[src/rtl/gpu_line_pkg.sv]
// Shared types and geometry for the line-draw scheduler: command word, FSM states,
// framebuffer dimensions and the on-screen test used by the optional clipping path.
package gpu_line_pkg;

    localparam int WIDTH_BITS   = 10;
    localparam int HEIGHT_BITS  = 9;
    localparam int CHANNEL_BITS = 8;
    localparam int COLOR_BITS   = 3 * CHANNEL_BITS;

    localparam int WIDTH  = 640;
    localparam int HEIGHT = 480;

    localparam int FIFO_DEPTH_DEFAULT = 4;
    localparam int TIMEOUT_DEFAULT    = 8;

    typedef struct packed {
        logic [WIDTH_BITS-1:0]  x1;
        logic [HEIGHT_BITS-1:0] y1;
        logic [WIDTH_BITS-1:0]  x2;
        logic [HEIGHT_BITS-1:0] y2;
        logic [COLOR_BITS-1:0]  color;
    } line_cmd_t;

    typedef enum logic [1:0] {
        IDLE,
        LOAD,
        RUN,
        GAP
    } sched_state_t;

    function automatic logic pix_in_bounds(input logic [WIDTH_BITS-1:0]  x,
                                           input logic [HEIGHT_BITS-1:0] y);
        return (int'(x) < WIDTH) && (int'(y) < HEIGHT);
    endfunction

endpackage

[src/rtl/gpu_cmd_fifo.sv]
// Synchronous command FIFO with registered full/empty flags and a single-cycle flush.
// Flush wins over push and pop in the same cycle.
module gpu_cmd_fifo
    import gpu_line_pkg::*;
#(
    parameter int DEPTH = FIFO_DEPTH_DEFAULT
) (
    input  logic      clk,
    input  logic      rst,
    input  logic      push,
    input  logic      pop,
    input  logic      flush,
    input  line_cmd_t wr_data,
    output line_cmd_t rd_data,
    output logic      full,
    output logic      empty
);

    localparam int AW = $clog2(DEPTH);

    line_cmd_t       mem [DEPTH];
    logic [AW-1:0]   wr_ptr;
    logic [AW-1:0]   rd_ptr;
    logic [AW:0]     count;
    logic [AW:0]     count_next;
    logic            do_push;
    logic            do_pop;

    assign do_push = push && !full && !flush;
    assign do_pop  = pop && !empty && !flush;

    always_comb begin
        count_next = count;
        if (flush) begin
            count_next = '0;
        end else if (do_push && !do_pop) begin
            count_next = count + 1'b1;
        end else if (!do_push && do_pop) begin
            count_next = count - 1'b1;
        end
    end

    // Flags are registered from the next count so cmd_ready comes straight off a flop.
    always_ff @(posedge clk) begin
        if (rst) begin
            wr_ptr <= '0;
            rd_ptr <= '0;
            count  <= '0;
            full   <= 1'b0;
            empty  <= 1'b1;
        end else begin
            if (flush) begin
                wr_ptr <= '0;
                rd_ptr <= '0;
            end else begin
                if (do_push) begin
                    wr_ptr <= wr_ptr + 1'b1;
                end
                if (do_pop) begin
                    rd_ptr <= rd_ptr + 1'b1;
                end
            end
            count <= count_next;
            full  <= (count_next == (AW+1)'(DEPTH));
            empty <= (count_next == '0);
        end
    end

    always_ff @(posedge clk) begin
        if (do_push) begin
            mem[wr_ptr] <= wr_data;
        end
    end

    assign rd_data = mem[rd_ptr];

endmodule

[src/rtl/gpu_line_sched.sv]
// Line-draw scheduler: queues commands, sequences the line engine one line at a time and
// tags each stepped pixel with the line colour. Define GPU_LINE_CLIP_EN to drop off-screen pixels.
module gpu_line_sched
    import gpu_line_pkg::*;
#(
    parameter int FIFO_DEPTH = FIFO_DEPTH_DEFAULT,
    parameter int TIMEOUT    = TIMEOUT_DEFAULT
) (
    input  logic                   clk,
    input  logic                   rst,
    input  logic                   cmd_valid,
    output logic                   cmd_ready,
    input  logic [WIDTH_BITS-1:0]  cmd_x1,
    input  logic [HEIGHT_BITS-1:0] cmd_y1,
    input  logic [WIDTH_BITS-1:0]  cmd_x2,
    input  logic [HEIGHT_BITS-1:0] cmd_y2,
    input  logic [COLOR_BITS-1:0]  cmd_color,
    input  logic                   abort,
    output logic [WIDTH_BITS-1:0]  eng_x1,
    output logic [HEIGHT_BITS-1:0] eng_y1,
    output logic [WIDTH_BITS-1:0]  eng_x2,
    output logic [HEIGHT_BITS-1:0] eng_y2,
    output logic                   eng_start,
    input  logic                   eng_busy,
    input  logic                   eng_done,
    input  logic [WIDTH_BITS-1:0]  eng_X,
    input  logic [HEIGHT_BITS-1:0] eng_Y,
    output logic                   pix_valid,
    output logic [WIDTH_BITS-1:0]  pix_x,
    output logic [HEIGHT_BITS-1:0] pix_y,
    output logic [COLOR_BITS-1:0]  pix_color,
    output logic                   idle,
    output logic                   err,
    output logic [15:0]            line_count
);

    localparam int                TMO_W    = $clog2(TIMEOUT + 1);
    localparam logic [TMO_W-1:0]  TMO_LAST = TMO_W'(TIMEOUT - 1);

    sched_state_t           state;
    sched_state_t           state_next;
    line_cmd_t              cmd_word;
    line_cmd_t              head;
    logic                   fifo_full;
    logic                   fifo_empty;
    logic                   load_cmd;
    logic                   line_done;
    logic                   tmo_hit;
    logic                   capture;
    logic                   pix_fire;
    logic [COLOR_BITS-1:0]  color_q;
    logic [TMO_W-1:0]       tmo_cnt;
    logic                   seen_busy;

    logic                   pix_vld_p1;
    logic [WIDTH_BITS-1:0]  pix_x_p1;
    logic [HEIGHT_BITS-1:0] pix_y_p1;
    logic [COLOR_BITS-1:0]  pix_color_p1;

    assign cmd_word = '{x1: cmd_x1, y1: cmd_y1, x2: cmd_x2, y2: cmd_y2, color: cmd_color};

    gpu_cmd_fifo #(
        .DEPTH (FIFO_DEPTH)
    ) u_fifo (
        .clk     (clk),
        .rst     (rst),
        .push    (cmd_valid && cmd_ready),
        .pop     (load_cmd),
        .flush   (abort),
        .wr_data (cmd_word),
        .rd_data (head),
        .full    (fifo_full),
        .empty   (fifo_empty)
    );

    assign cmd_ready = !fifo_full;
    assign eng_start = (state == RUN);
    assign idle      = fifo_empty && (state == IDLE);

    always_comb begin
        state_next = state;
        load_cmd   = 1'b0;
        line_done  = 1'b0;
        tmo_hit    = 1'b0;
        case (state)
            IDLE: begin
                if (!fifo_empty) begin
                    state_next = LOAD;
                    load_cmd   = 1'b1;
                end
            end
            LOAD: state_next = RUN;
            RUN: begin
                if (eng_done) begin
                    state_next = GAP;
                    line_done  = 1'b1;
                end else if (!seen_busy && !eng_busy && tmo_cnt == TMO_LAST) begin
                    state_next = GAP;
                    tmo_hit    = 1'b1;
                end
            end
            GAP:     state_next = IDLE;
            default: state_next = IDLE;
        endcase
        // GAP after an abort still gives the engine a low start before any new line.
        if (abort) begin
            state_next = GAP;
            load_cmd   = 1'b0;
            line_done  = 1'b0;
            tmo_hit    = 1'b0;
        end
    end

    assign capture = (state == RUN) && eng_busy && !abort;

`ifdef GPU_LINE_CLIP_EN
    assign pix_fire = capture && pix_in_bounds(eng_X, eng_Y);
`else
    assign pix_fire = capture;
`endif

    always_ff @(posedge clk) begin
        if (rst) begin
            state      <= IDLE;
            eng_x1     <= '0;
            eng_y1     <= '0;
            eng_x2     <= '0;
            eng_y2     <= '0;
            color_q    <= '0;
            tmo_cnt    <= '0;
            seen_busy  <= 1'b0;
            err        <= 1'b0;
            line_count <= '0;
        end else begin
            state <= state_next;
            if (load_cmd) begin
                eng_x1  <= head.x1;
                eng_y1  <= head.y1;
                eng_x2  <= head.x2;
                eng_y2  <= head.y2;
                color_q <= head.color;
            end
            // Timeout only counts while the engine has not yet shown any activity on this line.
            if (state == RUN) begin
                if (eng_busy) begin
                    seen_busy <= 1'b1;
                end else if (!seen_busy) begin
                    tmo_cnt <= tmo_cnt + 1'b1;
                end
            end else begin
                tmo_cnt   <= '0;
                seen_busy <= 1'b0;
            end
            if (tmo_hit) begin
                err <= 1'b1;
            end
            if (line_done) begin
                line_count <= line_count + 16'd1;
            end
        end
    end

    // Stage p1: engine pixel registered and tagged with the line colour.
    always_ff @(posedge clk) begin
        if (rst) begin
            pix_vld_p1   <= 1'b0;
            pix_x_p1     <= '0;
            pix_y_p1     <= '0;
            pix_color_p1 <= '0;
        end else begin
            pix_vld_p1 <= pix_fire;
            if (capture) begin
                pix_x_p1     <= eng_X;
                pix_y_p1     <= eng_Y;
                pix_color_p1 <= color_q;
            end
        end
    end

    assign pix_valid = pix_vld_p1;
    assign pix_x     = pix_x_p1;
    assign pix_y     = pix_y_p1;
    assign pix_color = pix_color_p1;

endmodule

[config.mk]
export PLATFORM = sky130hd
export DESIGN_NAME = gpu_line_sched
export DESIGN_NICKNAME = d
export VERILOG_FILES = /design/src/rtl/gpu_line_pkg.sv /design/src/rtl/gpu_cmd_fifo.sv /design/src/rtl/gpu_line_sched.sv
export SDC_FILE = /design/constraint.sdc
export NUM_CORES = 1
export LEC_CHECK = 0
export ABC_AREA = 1
export CORE_ASPECT_RATIO = 0.9
export CORE_UTILIZATION = 45
export CTS_CLUSTER_DIAMETER = 120
export DETAILED_ROUTE_END_ITERATION = 8
export GPL_TIMING_DRIVEN = 1
export HOLD_SLACK_MARGIN = 0.1
export PLACE_DENSITY = 0.72
export SLEW_MARGIN = 20
export SYNTH_ARGS = -nofsm -noshare
export SYNTH_HDL_FRONTEND = slang
export SYNTH_SLANG_ARGS = --single-unit
[constraint.sdc]
create_clock -name clk -period 4.1 [get_ports clk]
set_clock_uncertainty 0.05 [all_clocks]
set_input_delay 0.615 -clock clk [delete_from_list [all_inputs] [get_ports clk]]
set_output_delay 0.615 -clock clk [all_outputs]
set_load 0.01 [all_outputs]
* Word level (Yosys, flattened, before mapping)
Memory sizes are Yosys's and may differ from the RTL's. A register that Yosys moved wholly into a read port is not among the register bits.
Cells that the tools add are included.
W data, S select, Z words.
** Storage, ports and cells
- Memory bits (writable) :: 248
- Logic and storage cells :: 76
- Bits in registers :: 77
- Output and inout port bits :: 102
- Memories kept :: 1
- Input bits :: 87
** Operators by class
- Equality and inequality tests :: 7
- Bitwise gates (word level) :: 3
- Add/subtract/negate cells :: 6
- Reduce and logical (&&, ||, !) cells :: 25
- Multiplexer cells :: 20
** Memory list
- u_fifo.mem :: depth 4, bits a word 62, read ports 1, clocked after memory_dff 1, write ports 1, line gpu_cmd_fifo.sv:21 : line_cmd_t mem [DEPTH];
** Operators with widths (number)
- $add A16 B1 Y16 const B :: 1
- $logic_and A1 B1 Y1 :: 12
- $mux W1 :: 12
- $mux W3 :: 3
- $mux W2 :: 4
- $pmux W2 S4 :: 1
- $logic_not A1 Y1 :: 7
- $add A2 B1 Y2 const B :: 2
- $add A4 B1 Y4 const B :: 1
- $eq A2 B2 Y1 const B :: 2
- $eq A4 B3 Y1 const B :: 1
- $ne A4 B2 Y1 const B :: 1
- $reduce_and A2 Y1 :: 2
- $reduce_or A2 Y1 :: 2
- $add A3 B1 Y3 const B :: 1
- $eq A3 B3 Y1 const B :: 1
- $logic_not A3 Y1 :: 1
- $ne A3 B3 Y1 const B :: 1
- $not A1 Y1 :: 3
- $sub A3 B1 Y3 const B :: 1
- $eq A2 B1 Y1 const B :: 1
- $logic_not A2 Y1 :: 1

* Longest topological paths before layout
Gate-level depths: netlist of run 1.
- Depth after elaboration :: 10
- Mapped depth :: 11
- Depth with buffers taken out :: 11

* By module
Synthesis of run 1 repeated with hierarchy kept, for this count alone.
** Second synthesis, totals
- Cell total of the unflattened synthesis :: 1340
- Area total of the unflattened synthesis :: 14642.8 um2
** Modules (own cells, without submodules)
- gpu_cmd_fifo :: cells each 689, sequential area each 7667.4 um2, instances 1, area an instance 9786.9 um2
- gpu_line_sched :: cells each 651, sequential area each 2602.5 um2, instances 1, area an instance 4855.9 um2

* Least setup slack after synthesis of run 1
OpenSTA, ideal clock, no wires.
- Path kind :: input to register
- From :: in abort
- To :: mem u_fifo.mem[0][0] (netlist name), enable pin
- Buffers on the path :: 0
- Stages :: 3
- Library setup time :: 0.482 ns
- Data arrival time :: 3.496 ns
- Required time :: 3.568 ns
- Setup slack :: 0.071 ns
- Path through :: inv_4 > nand3_1 > nor2_1
** On the way
- Cells in the longest elaborated chain, start to end :: 4
** Ends and longest elaborated chain
- start, declared :: line gpu_line_sched.sv:18 : input logic abort,
- $logic_not A1 Y1 :: line gpu_cmd_fifo.sv:29 : assign do_push = push && !full && !flush;
- $logic_and A1 B1 Y1 :: line gpu_cmd_fifo.sv:29
- $mux W1 :: line gpu_cmd_fifo.sv:70 : if (do_push) begin
- $mux W1 (implied by the code) :: line gpu_cmd_fifo.sv:71 : mem[wr_ptr] <= wr_data;
- end, declared :: line gpu_cmd_fifo.sv:21
No other way between the ends.

* Final worst setup path of run 1
- From :: in abort
- To :: mem u_fifo.mem[0][17] (netlist name), enable pin
The elaborated chain is that of the path after synthesis.

==> out/metrics.yaml, run 1 <==
status:
  run_status: "finished with violations"
  violations: "DRC"
run:
  max_cap_violations: 0
route:
  wl_um: 32600
  first_iter_violations: 812
  drtAntennaViolNets: 0
  wire_per_inst_um: 17.0
  drc: 42
  dr.pass1.iters: 8
  vias: 10001
  via_per_inst: 5.20
cells_and_area:
  diodes: 0
  fin_nets: 1575
  drive_above_1_share_pct: 6.97
  layout.cells.most_common: "edfxtp_1"
  final_cell_mix: "248 x edfxtp_1, 216 x nor2_1, 210 x o21ai_0"
  area_growth_pct: 24.4
  fillers: 2603
  fin_area_sq_mm: 0.0183
logic_synthesis:
  ys_ff_latch: 387
  yosys_most_used_dff: "edfxtp_1"
  synth_cell_type_count: 40
  synth-edff-count: 248
  yosysWarningCount: 0
  netlist_top_cells_area: "edfxtp_1 51%, dfxtp_1 19%, o21ai_0 7.1%, nor2_1 5.6%, inv_1 2.9%"
  syn_area_per_cell_sq_um: 11.3
  ys_seq_area_share_pct: 69.4
  synth_fp_nets: 1404
  ys_async_sr_fraction_pct: 0
  yosys.area.top_type: "edfxtp_1"
  synthCells: 1307
  synth_top_area_share_pct: 50.5
  syn_area_sq_mm: 0.0147
worst_setup_path:
  path_cells: "clkdlybuf4s50_1 -> inv_4 -> nand3_1 -> nor2_4 -> buf_4"
  critPathKind: "input port to register"
  crit_path_max_incr_delay_ns: 0.70
  slowest_stage: "nor2_4"
  cp_top_family: "buffers and inverters"
  cp.arrival_ns: 2.83
  crit_path_start_kind: "input port"
  critPathRequiredTime_ns: 4.28
  critPathMaxFanout: 18
  end_kind: "register"
  worstPathBufferInverterCount: 3
timing:
  setup_tns_ns: 0
  period_needed_ns: 2.64
  maxSlewViolCount: 0
  setup_viol: 0
  fin_crit_sh_pct: 64.4
  fmax_ghz: 0.378
  worst_pin_slew_ns: 0.918
  maxSlewHeadroom_pct: 38.8
  grt_setup_unrepaired: "no"
  fin_ws_ns: 1.46
  finalHoldViolCount: 0
floorplan:
  start_util_pct: 46.0
  core_area_sq_mm: 0.0320
  fp.dieH_um: 174
  die_w_um: 193
  num_rows: 62
  die_area_sq_mm: 0.0335
  ios: 189
worst_hold_path:
  min_path_type: "register to register"
clocking:
  htreeDepth: 2
  cts_sinks: 387
  clockBufferDepth: 3
  clkLatencyLatePin_ns: 0.53
  cts.hold.buffers_added: 0
  cts.clk_slew.worst_paths_ns: 0.06
  post_cts_buffers: 0
  cts_tree: "done"
  cts_root_buffer: "clkbuf_16"
  cts_made_buffers: 38
  postCtsResizedCells: 0
power:
  power.density_mw_per_mm2: 462
  p_total_mw: 8.47
  peakVddDrop_uv: 315
  p_leak_nw: 6.87
global_route:
  track_usage_pct: 19.4
  grt_max_degree: 65
  grt_pass1_vias: 9583
  grt_pass1_wl_um: 51200
  grt-ovfl-total: 0
  grt_antenna_before_repair: 2
place:
  dpl_cell_area_sq_mm: 0.0170
  io_buffers: 188
  place_ws_ns: 0.882
  place_congestion: 0.850
  dp_hpwl_um: 19400
-- worst min-delay path, delay by kind of cell (launching register included) --
family | cells | cell delay, ns
flip-flops | 1 | 0.29
buffers and inverters | 1 | 0.06
AO/OA/AOI/OAI | 1 | 0.05
-- layout make-up --
type / count / area, sq um / share of cell area, %
Tap cell: 416 / 520 / 2.84
Multi-Input combinational cell: 721 / 3680 / 20.1
Clock buffer: 54 / 1050 / 5.74
Inverter: 124 / 474 / 2.59
Sequential cell: 387 / 10200 / 55.9
Timing Repair Buffer: 206 / 2080 / 11.3
Clock inverter: 15 / 280 / 1.53
-- kinds of logic (layout without fill, tap and decap cells) --
kind of cell | after synthesis | after routing | synth area share, %
AND/OR/NAND/NOR | 312 | 312 | 8.97
AO/OA/AOI/OAI | 397 | 397 | 14.8
XOR/XNOR | 2 | 2 | 0.119
flip-flops | 387 | 387 | 69.4
adder cells (fa/ha/maj) | 10 | 10 | 0.849
buffers and inverters | 199 | 399 | 5.82
-- state kept, by name, summed over array words and instances (netlist names), 2 cells and up --
| register | count |
|---|---|
| pix_y | 9 |
| u_fifo.count | 3 |
| pix_x | 10 |
| tmo_cnt | 4 |
| u_fifo.rd_ptr | 2 |
| eng_y2 | 9 |
| eng_x1 | 10 |
| state | 2 |
| u_fifo.wr_ptr | 2 |
| eng_x2 | 10 |
| u_fifo.mem | 248 |
| pix_color | 24 |
| line_count | 16 |
| color_q | 24 |
| eng_y1 | 9 |
-- through the flow --
stage	hold slack, ns	util, %	std cells
2_1_floorplan	0.379	-	1307
3_3_place_gp	0.390	53.0	1854
3_5_place_dp	0.391	53.0	1854
4_1_cts	0.400	57.2	1923
5_1_grt	0.416	57.2	1923
6_report	0.399	57.2	1923
-- cell usage after synthesis, drive strengths merged (3+ instances only) --
cell / number
nand4: 3
nor2: 226
nand3: 18
o21ai: 241
buf: 35
clkbuf: 40
dfxtp: 139
edfxtp: 248
a21oi: 46
o21bai: 45
nand2: 51
ha: 10
nor3: 6
inv: 124
o22ai: 62
-- path summary, 6_finish.rpt --
| path | startpoint | endpoint | slack (ns) | cells after the start |
|---|---|---|---|---|
| hold reg to reg | color_q[7] | pix_color[7] | 0.40 | 2 |
| setup reg to reg | state[0] | eng_x1[4] | 1.80 | 8 |
| setup / recovery | abort | u_fifo.mem[0][17] | 1.46 | 5 |
| hold / removal | color_q[7] | pix_color[7] | 0.40 | 2 |
-- power by group --
group	leakage [nW]	internal, mW	total [mW]	switching, mW
Clock	0.640	2.25	3.68	1.44
Sequential	3.38	4.25	4.29	0.0418
Combinational	2.85	0.229	0.501	0.271
Total	6.87	6.72	8.47	1.75
-- routing by layer --
metal | track usage, % | wire length (um) | vias to the layer above
li1 | - | - | 4886
met1 | 26.9 | 14300 | 4735
met2 | 30.7 | 15100 | 322
met3 | 3.62 | 2520 | 54
met4 | 5.81 | 701 | 4
met5 | 0 | 27 | -
(Power assumes the default switching activity.)
==> run 2, diff against run 1 <==
- PLACE_DENSITY: 0.72 -> 0.69
- clock period: 4.1 -> 2.5 ns (I/O delays scaled with it)
==> run 2 against run 1 <==
Against the previous run:
- the run still ends with DRC left
- die area is the same
- flip-flop and latch count stayed put
- sequential power rose by 64%
- via count down 0.25%
- final cell count grew 0.73%
- routed wire length is 0.21% higher
- count of clock-buffer cells in the layout shrank 4
- cell area increased by 0.47%
- register-to-register slack lost 1.3 ns
- core utilization increased by 0.27 points
- combinational power up 67%
- sequential share of layout area fell by 0.26 points
- critical endpoint is now eng_start
- largest cell class unchanged
- largest power group unchanged
- highest routed layer unchanged
==> out/metrics.yaml, run 2 (synthesized netlist as in run 1, its figures left out) <==
status:
  run_status: "finished with violations"  # unchanged
  violations: "DRC"  # unchanged
route:
  dr.pass1.iters: 7  # was 8
  drc: 80  # was 42
  via_per_inst: 5.15  # was 5.20
  vias: 9976  # was 10001
  wire_per_inst_um: 16.9  # was 17.0 um
  first_iter_violations: 687  # was 812
  wl_um: 32700  # was 32600 um
  drtAntennaViolNets: 0  # unchanged
timing:
  setup_viol: 0  # unchanged
  fin_crit_sh_pct: 91.6
  maxSlewViolCount: 0  # unchanged
  fmax_ghz: 0.437
  worst_pin_slew_ns: 0.710  # was 0.918 ns
  fin_ws_ns: 0.210  # was 1.46 ns
  grt_setup_unrepaired: "no"  # unchanged
  period_needed_ns: 2.29
  whs_ns: 0.392  # was 0.399 ns
  maxSlewHeadroom_pct: 52.7  # was 38.8%
  finalHoldViolCount: 0  # unchanged
clocking:
  clkLatencyLatePin_ns: 0.53  # about the same
  cts.clk_slew.worst_paths_ns: 0.06  # about the same
  cts_root_buffer: "clkbuf_16"  # unchanged
  clockBufferDepth: 3  # unchanged
  post_cts_buffers: 0  # unchanged
  htreeDepth: 2  # unchanged
  postCtsResizedCells: 0  # unchanged
  cts_tree: "done"  # unchanged
  cts_sinks: 387  # unchanged
  cts.hold.buffers_added: 0  # unchanged
  cts_made_buffers: 40  # was 38
floorplan:
  core_area_sq_mm: 0.0320  # unchanged
  die_w_um: 193  # unchanged
  num_rows: 62  # unchanged
  fp.dieH_um: 174  # unchanged
  ios: 189  # unchanged
  die_area_sq_mm: 0.0335  # unchanged
  start_util_pct: 46.0  # unchanged
global_route:
  grt_antenna_before_repair: 4  # was 2
  track_usage_pct: 19.5  # was 19.4%
  grt-ovfl-total: 0  # unchanged
  grt_pass1_vias: 9716  # was 9583
  grt_max_degree: 64  # was 65
  grt_pass1_wl_um: 51500  # was 51200 um
power:
  p_leak_nw: 6.92  # was 6.87 nW
  intPower_mw: 10.7  # was 6.72 mW
  p_sw_mw: 2.89  # was 1.75 mW
  p_sw_share_pct: 21.2  # was 20.7%
  pwr-share-comb_pct: 6.1  # was 5.9%
  clockPowerShare_pct: 42.2  # was 43.5%
  seqPwrFrac_pct: 51.7  # was 50.6%
  peakVddDrop_uv: 610  # was 315 uV
  power.density_mw_per_mm2: 739  # was 462 mW/mm^2
cells_and_area:
  final_cell_mix: "248 x edfxtp_1, 216 x nor2_1, 210 x o21ai_0"  # unchanged
  area_growth_pct: 24.9  # was 24.4%
  regMostFlops: "u_fifo.mem"  # unchanged
  fin_cells: 1937  # was 1923
  fin_nets: 1585  # was 1575
  drive_above_1_share_pct: 7.77  # was 6.97%
  layout.cells.most_common: "edfxtp_1"  # unchanged
  largest_reg_flops: 248  # unchanged
place:
  dp_hpwl_um: 19900  # was 19400 um
  place_congestion: 0.811  # was 0.850
  io_buffers: 188  # unchanged
  dp_cells: 1862  # was 1854
  place_ws_ns: 0.382  # was 0.882 ns
worst_setup_path:
  worstPathBufferInverterCount: 2  # was 3
  critPathKind: "register to output port"  # was input port to register
  crit_path_max_incr_delay_ns: 0.64  # was 0.70 ns
  cp_top_family: "buffers and inverters"  # unchanged
  end_kind: "output port"  # was register
  crit_path_start_kind: "register"  # was input port
  critPathRequiredTime_ns: 2.08  # was 4.28 ns
  cp.arrival_ns: 1.86  # was 2.83 ns
  path_cells: "inv_1 -> ha_1 -> clkdlybuf4s50_1"  # was clkdlybuf4s50_1 -> inv_4 -> nand3_1 -> nor2_4 -> buf_4
  slowest_stage: "clkdlybuf4s50_1"  # was nor2_4
  critPathMaxFanout: 4  # was 18
run:
  max_cap_violations: 0  # unchanged
worst_hold_path:
  min_path_type: "input port to register"  # was register to register
==> run 2: worst register-to-register path: stages, from the launching register on <==
cell,delay (ns)
dfxtp_4,0.61
buf_4,0.58
o21ai_0,0.20
o22ai_1,0.32
o21ai_1,0.13
inv_1,0.07
==> run 2: path summary, 6_finish.rpt <==
path                     from             to  slack, ns  depth (start not counted)
min reg2reg       color_q[13]  pix_color[13]       0.40                          2
max reg2reg  u_fifo.rd_ptr[0]     color_q[7]       0.48                          5
max                  state[0]      eng_start       0.21                          3
min                  eng_X[6]       pix_x[6]       0.39                          3
==> run 2: layout make-up <==
| class | count | area [sq um] |
|---|---|---|
| diodes | 2 | 5.00 |
| fillers | 2656 | 13600 |
| multi-input cells | 721 | 3680 |
| clock inverters | 23 | 206 |
| well taps | 416 | 520 |
| flip-flops and latches | 387 | 10200 |
| repair buffers | 214 | 2210 |
| inverters | 124 | 473 |
| clock buffers | 50 | 1070 |
==> run 2: power by group through the flow <==
stage / registers, mW / clock network (mW) / logic, mW
2_1_floorplan: 7.19 / 0 / 0.347
3_3_place_gp: 7.17 / 0 / 0.824
3_5_place_dp: 7.17 / 0 / 0.838
4_1_cts: 7.03 / 5.84 / 0.843
5_1_grt: 7.05 / 6.10 / 0.919
6_report: 7.03 / 5.75 / 0.835
==> run 2: layer usage <==
| layer | track usage, % | vias up | share of wire (%) |
|---|---|---|---|
| li1 | - | 4916 | - |
| met1 | 26.9 | 4752 | 45 |
| met2 | 31.2 | 264 | 46 |
| met3 | 4.41 | 40 | 7.7 |
| met4 | 4.69 | 4 | 1.2 |
| met5 | 0 | - | 0.083 |
==> run 2: through the flow <==
| stage | total power [mW] | setup TNS, ns | cell area (sq um) | util, % |
|---|---|---|---|---|
| finish | 13.6 | 0 | 18400 | 57.5 |
| global route | 14.1 | 0 | 18400 | 57.5 |
| CTS | 13.7 | 0 | 18400 | 57.5 |
| detailed placement | 8.01 | 0 | 17100 | 53.5 |
| global placement | 7.99 | 0 | 17100 | 53.5 |
| floorplan | 7.54 | -78.14 | 14700 | - |
